`config.mk`:
```
export PLATFORM = sky130hd
export DESIGN_NAME = serial_adder
export DESIGN_NICKNAME = d
export VERILOG_FILES = /design/src/rtl/serial_adder_pkg.sv /design/src/rtl/serial_adder_fa.sv /design/src/rtl/serial_adder.sv
export SDC_FILE = /design/constraint.sdc
export NUM_CORES = 1
export LEC_CHECK = 0
export CAP_MARGIN = 25
export CORE_MARGIN = 1
export CORE_UTILIZATION = 29
export CTS_CLUSTER_SIZE = 10
export DETAILED_ROUTE_END_ITERATION = 10
export GPL_ROUTABILITY_DRIVEN = 1
export PLACE_DENSITY_LB_ADDON = 0.25
export SYNTH_ARGS = -nofsm -noshare
export SYNTH_HDL_FRONTEND = slang
export SYNTH_SLANG_ARGS = --single-unit
```
`constraint.sdc`:
```
create_clock -name clk -period 1.41 [get_ports clk]
set_input_delay 0.282 -clock clk [delete_from_list [all_inputs] [get_ports clk]]
set_output_delay 0.282 -clock clk [all_outputs]
set_load 0.02 [all_outputs]
```
`src/rtl/serial_adder_pkg.sv`:
```
// Shared types and limits for the bit-serial adder.
// Contents: controller state encoding and the maximum supported operand width.
package serial_adder_pkg;

   localparam int unsigned WIDTH_MAX = 32;

   typedef enum logic [1:0] {
      IDLE = 2'd0,
      RUN  = 2'd1,
      DONE = 2'd2
   } state_t;

endpackage

```
`src/rtl/serial_adder_fa.sv`:
```
// Single-bit full adder cell used by serial_adder.
// Ports:
//   co - carry out
//   s  - sum bit
//   ci - carry in
//   x  - operand bit x
//   y  - operand bit y
module fa (
   output logic co,
   output logic s,
   input  logic ci,
   input  logic x,
   input  logic y
);

   assign s  = x ^ y ^ ci;
   assign co = (x & y) | (ci & (x ^ y));

endmodule

```
`src/rtl/serial_adder.sv`:
```
// Bit-serial WIDTH-bit adder: one full-adder evaluation per clock, LSB first.
// Operands are taken over a valid/ready handshake, the result is returned over
// a second valid/ready handshake.
// Optional macro SERIAL_ADDER_OVF_EN adds the out_ovf signed-overflow output.
// Ports:
//   clk, rst_n          - clock, asynchronous active-low reset
//   in_valid / in_ready - operand handshake (in_ready high only while idle)
//   in_x, in_y, in_ci   - operands and carry-in
//   out_valid/out_ready - result handshake
//   out_sum, out_co     - sum and final carry-out, held after the handshake
//   out_ovf             - signed overflow (SERIAL_ADDER_OVF_EN only)
module serial_adder
   import serial_adder_pkg::*;
#(
   parameter int unsigned WIDTH = 8
) (
   input  logic             clk,
   input  logic             rst_n,
   input  logic             in_valid,
   output logic             in_ready,
   input  logic [WIDTH-1:0] in_x,
   input  logic [WIDTH-1:0] in_y,
   input  logic             in_ci,
   output logic             out_valid,
   input  logic             out_ready,
   output logic [WIDTH-1:0] out_sum,
`ifdef SERIAL_ADDER_OVF_EN
   output logic             out_ovf,
`endif
   output logic             out_co
);

   localparam int unsigned CNT_W = $clog2(WIDTH + 1);
   localparam logic [CNT_W-1:0] LAST_BIT = CNT_W'(WIDTH - 1);

   state_t             state;
   logic [WIDTH-1:0]   x_sh;
   logic [WIDTH-1:0]   y_sh;
   logic [WIDTH-1:0]   sum_sh;
   logic               carry;
   logic [CNT_W-1:0]   count;
   logic               fa_s;
   logic               fa_co;
   logic [WIDTH-1:0]   sum_next;

   // The only arithmetic: one bit of each operand per clock.
   fa u_fa (
      .co (fa_co),
      .s  (fa_s),
      .ci (carry),
      .x  (x_sh[0]),
      .y  (y_sh[0])
   );

   // New sum bit enters at the MSB; written as a shift so WIDTH=1 stays legal.
   assign sum_next = (sum_sh >> 1) | (WIDTH'(fa_s) << (WIDTH - 1));

   // Control FSM, shift registers and registered outputs.
   always_ff @(posedge clk or negedge rst_n) begin
      if (!rst_n) begin
         state     <= IDLE;
         x_sh      <= '0;
         y_sh      <= '0;
         sum_sh    <= '0;
         carry     <= 1'b0;
         count     <= '0;
         in_ready  <= 1'b1;
         out_valid <= 1'b0;
         out_sum   <= '0;
         out_co    <= 1'b0;
`ifdef SERIAL_ADDER_OVF_EN
         out_ovf   <= 1'b0;
`endif
      end else begin
         case (state)
            IDLE: begin
               if (in_valid && in_ready) begin
                  x_sh     <= in_x;
                  y_sh     <= in_y;
                  carry    <= in_ci;
                  count    <= '0;
                  in_ready <= 1'b0;
                  state    <= RUN;
               end
            end
            RUN: begin
               x_sh   <= x_sh >> 1;
               y_sh   <= y_sh >> 1;
               sum_sh <= sum_next;
               carry  <= fa_co;
               if (count == LAST_BIT) begin
                  // Final bit: capture the complete result straight from the cell.
                  out_sum   <= sum_next;
                  out_co    <= fa_co;
`ifdef SERIAL_ADDER_OVF_EN
                  // carry still holds the carry into the MSB on this edge.
                  out_ovf   <= carry ^ fa_co;
`endif
                  out_valid <= 1'b1;
                  state     <= DONE;
               end else begin
                  count <= count + CNT_W'(1);
               end
            end
            DONE: begin
               if (out_valid && out_ready) begin
                  out_valid <= 1'b0;
                  in_ready  <= 1'b1;
                  state     <= IDLE;
               end
            end
            default: begin
               out_valid <= 1'b0;
               in_ready  <= 1'b1;
               state     <= IDLE;
            end
         endcase
      end
   end

endmodule

```
==> results.md <==
* Status: complete, but fails checks
* Failing checks: negative setup slack
* Number of port buffers at 31
* Mux share of post-synthesis cell area at 20.3%
* Synth cell types at 31
* Worst vdd ir at 0.896 mV
* PD cells at 2140 nW/um2
* Vias per cell at 4.77
* Period minus WS final at 1560 ps
* CP arrival at 1730 ps
* Post-synth top cells: 40 x dfrtp_1, 17 x mux2i_1, 15 x o21ai_0, 15 x o21ai_1
* Warnings from Yosys at 0
* Die ar. at 6780 um2
* Non-filler cells, final at 275
* Worst path required time at 1580 ps
* Register area share after synthesis at 54.8%
* Routed WL at 3890 um
* Synth Register Bits at 41
* Setup ws final at -146 ps
* Fraction of layout cells with a size suffix above 1 at 32.5%
* DRT iter0 DRCs at 61
* Core area at 6060 um2
* Worst-Margin Slew at 447 ps
* Antenna cells at 0
* Max Cap Viol at 0
* Setup Crit Path Kind: flip-flop to flip-flop
* Post-Syn Instances at 142
* Final clock period utilization by the worst path at 110%
* Initial Util at 30.9%
* Ys async rst share at 100%
* Dpl hpwl at 2750 um
* Routed via count at 1313
* Post-synthesis simple-gate area fraction at 4.21%
* Slew Limit Headroom at 70.2%
* DRC viols at 0
* H-Tree Depth at 2
* Fill cell count at 573
* Post-Syn Area at 1870 um2
* Final Core Density at 42.8%
* Hold WS at 459 ps
* Synth Area per Inst at 13.2 um2
* Vias in the first global route at 1277
* Reg clk slew, reported paths at 90 ps
* # nets final at 222
* Placed cells at 260
* Final instance area at 2590 um2
* Total gr overflow at 0
* Min-Delay Path Class: primary input to async pin
* Critical path, cell by cell: ha_2, nand3b_1, nor3b_4, buf_6, mux2_4
* Area Growth Syn to Fin at 38.4%
* Combinational family with the most area after synthesis: multiplexers
* Critical path endpoint category: flip-flop
* Yosys top cell area share at 53.4%
* CP Max Fanout at 5
* Worst skew pair latency at 290 ps
* Post-synthesis adder-cell area fraction at 1.74%
* Post-route ant nets at 0
* Critical Path Start Type: flip-flop
* Most common cell in the synthesized netlist: dfrtp_1
* Chip Height at 82.4 um
* CTS sink cnt at 41
* XOR/XNOR share of the synthesized area at 0.935%
* Clk root buf: clkbuf_8
* First-pass GRT wire length at 6310 um
* Place WS at -235 ps
* Top Ports at 32
* Leakage at 1.18 nW
* Main synth FF type: dfrtp_1
* Routed len/inst at 14.2 um
* TritonCTS clock tree: done
* Final setup fails at 11
* Final GP Congestion at 0.822
* Largest net degree at the start of global routing at 21
* F_max at 643 MHz
* Total power draw at 5.55 mW
* CTS max path bufs at 2
* Fin Setup TNS at -1330 ps
* Largest delay share family, worst path: simple AND/OR/NAND/NOR gates
* Width of the die at 82.4 um
* Final hold violations at 0
* Number of core rows at 28
* Worst path slowest cell: dfrtp_1
* CP Buf/Inv Count at 1
* Final Skew at 8.35 ps
* RSZ-0062 raised after global routing: yes
* Cell area after placement at 2370 um2
* Initial antenna violation count at 0
* Compound-Gate Fraction of Synth Area at 12.9%
* Max-slew violations at 0
* Area leader, netlist: dfrtp_1
* Max incr delay on CP at 360 ps
* GRT Util Overall at 12.5%
* Syn_nets at 165
* Synth area leaders: dfrtp_1 53%, mux2i_1 9.1%, mux2_4 6.4%
* Drt pass-1 iters at 4
* Post-synth EDFFs at 0
* CTS buffer count at 5
-- layout by cell type, fill, tap and decap left out, types with 5 or more instances in the layout --
cell             count
o21ai_0             15
clkdlybuf4s50_1     19
mux2i_1             17
buf_6                5
dfrtp_1             39
buf_4               19
mux2_4               9
clkbuf_8             5
mux2_2               7
dlygate4sd2_1       10
o21ai_1             12
-- state kept, by name, summed over array words and instances (netlist names), 2 cells and up --
register,flops
count,4
out_sum,8
state,2
sum_sh,7
x_sh,8
y_sh,8
-- routing by layer --
| layer | up-vias | part of all wire, % | wire [um] | track usage (%) |
|---|---|---|---|---|
| met2 | 31 | 49 | 1900 | 19.8 |
| met1 | 655 | 46 | 1810 | 16.6 |
| li1 | 625 | - | - | - |
| met5 | - | 0 | 0 | 0 |
| met3 | 2 | 4.5 | 175 | 3.63 |
| met4 | 0 | 0.26 | 10 | 3.33 |
-- path summary, 6_finish.rpt --
kind	end	start	slack, ps	cells past startpoint
min in group clk	out_sum[3]	out_sum[3]	510	1
max in group asynchronous	sum_sh[5]	rst_n	480	3
worst min register to register	out_sum[3]	out_sum[3]	510	1
worst max-delay path	out_sum[5]	count[0]	-150	5
worst max register to register	out_sum[5]	count[0]	-150	5
worst min-delay path	out_sum[4]	rst_n	460	2
-- power by group --
| part | internal (mW) | switching (mW) |
|---|---|---|
| Combinational | 1.31 | 1.12 |
| Sequential | 1.68 | 0.313 |
| Clock | 0.704 | 0.419 |
| Total | 3.69 | 1.85 |
-- what timing repair did --
item | 4_1_cts | 5_1_grt
setup buffers | 3 | 2
endpoints found under the hold margin | 15 | 0
gates resized for setup | 17 | 13
hold buffers | 1 | 0
pin swaps | 1 | 4
gates cloned | 0 | 2
endpoints found under the setup margin | 34 | 24
-- layout make-up --
type	count	area [um2]	area share, %
Timing Repair Buffer	59	542	20.9
Clock buffer	5	68.8	2.65
Multi-Input combinational cell	90	787	30.4
Inverter	2	7.51	0.290
Clock inverter	3	65.1	2.51
Sequential cell	41	1030	39.7
Tap cell	75	93.8	3.62
-- kinds of logic after synthesis --
family,Yosys count
adder cells (fa/ha/maj),2
XOR/XNOR,2
flip-flops,41
AO/OA/AOI/OAI,42
multiplexers,33
buffers and inverters,11
AND/OR/NAND/NOR,11
(Power assumes the default switching activity.)
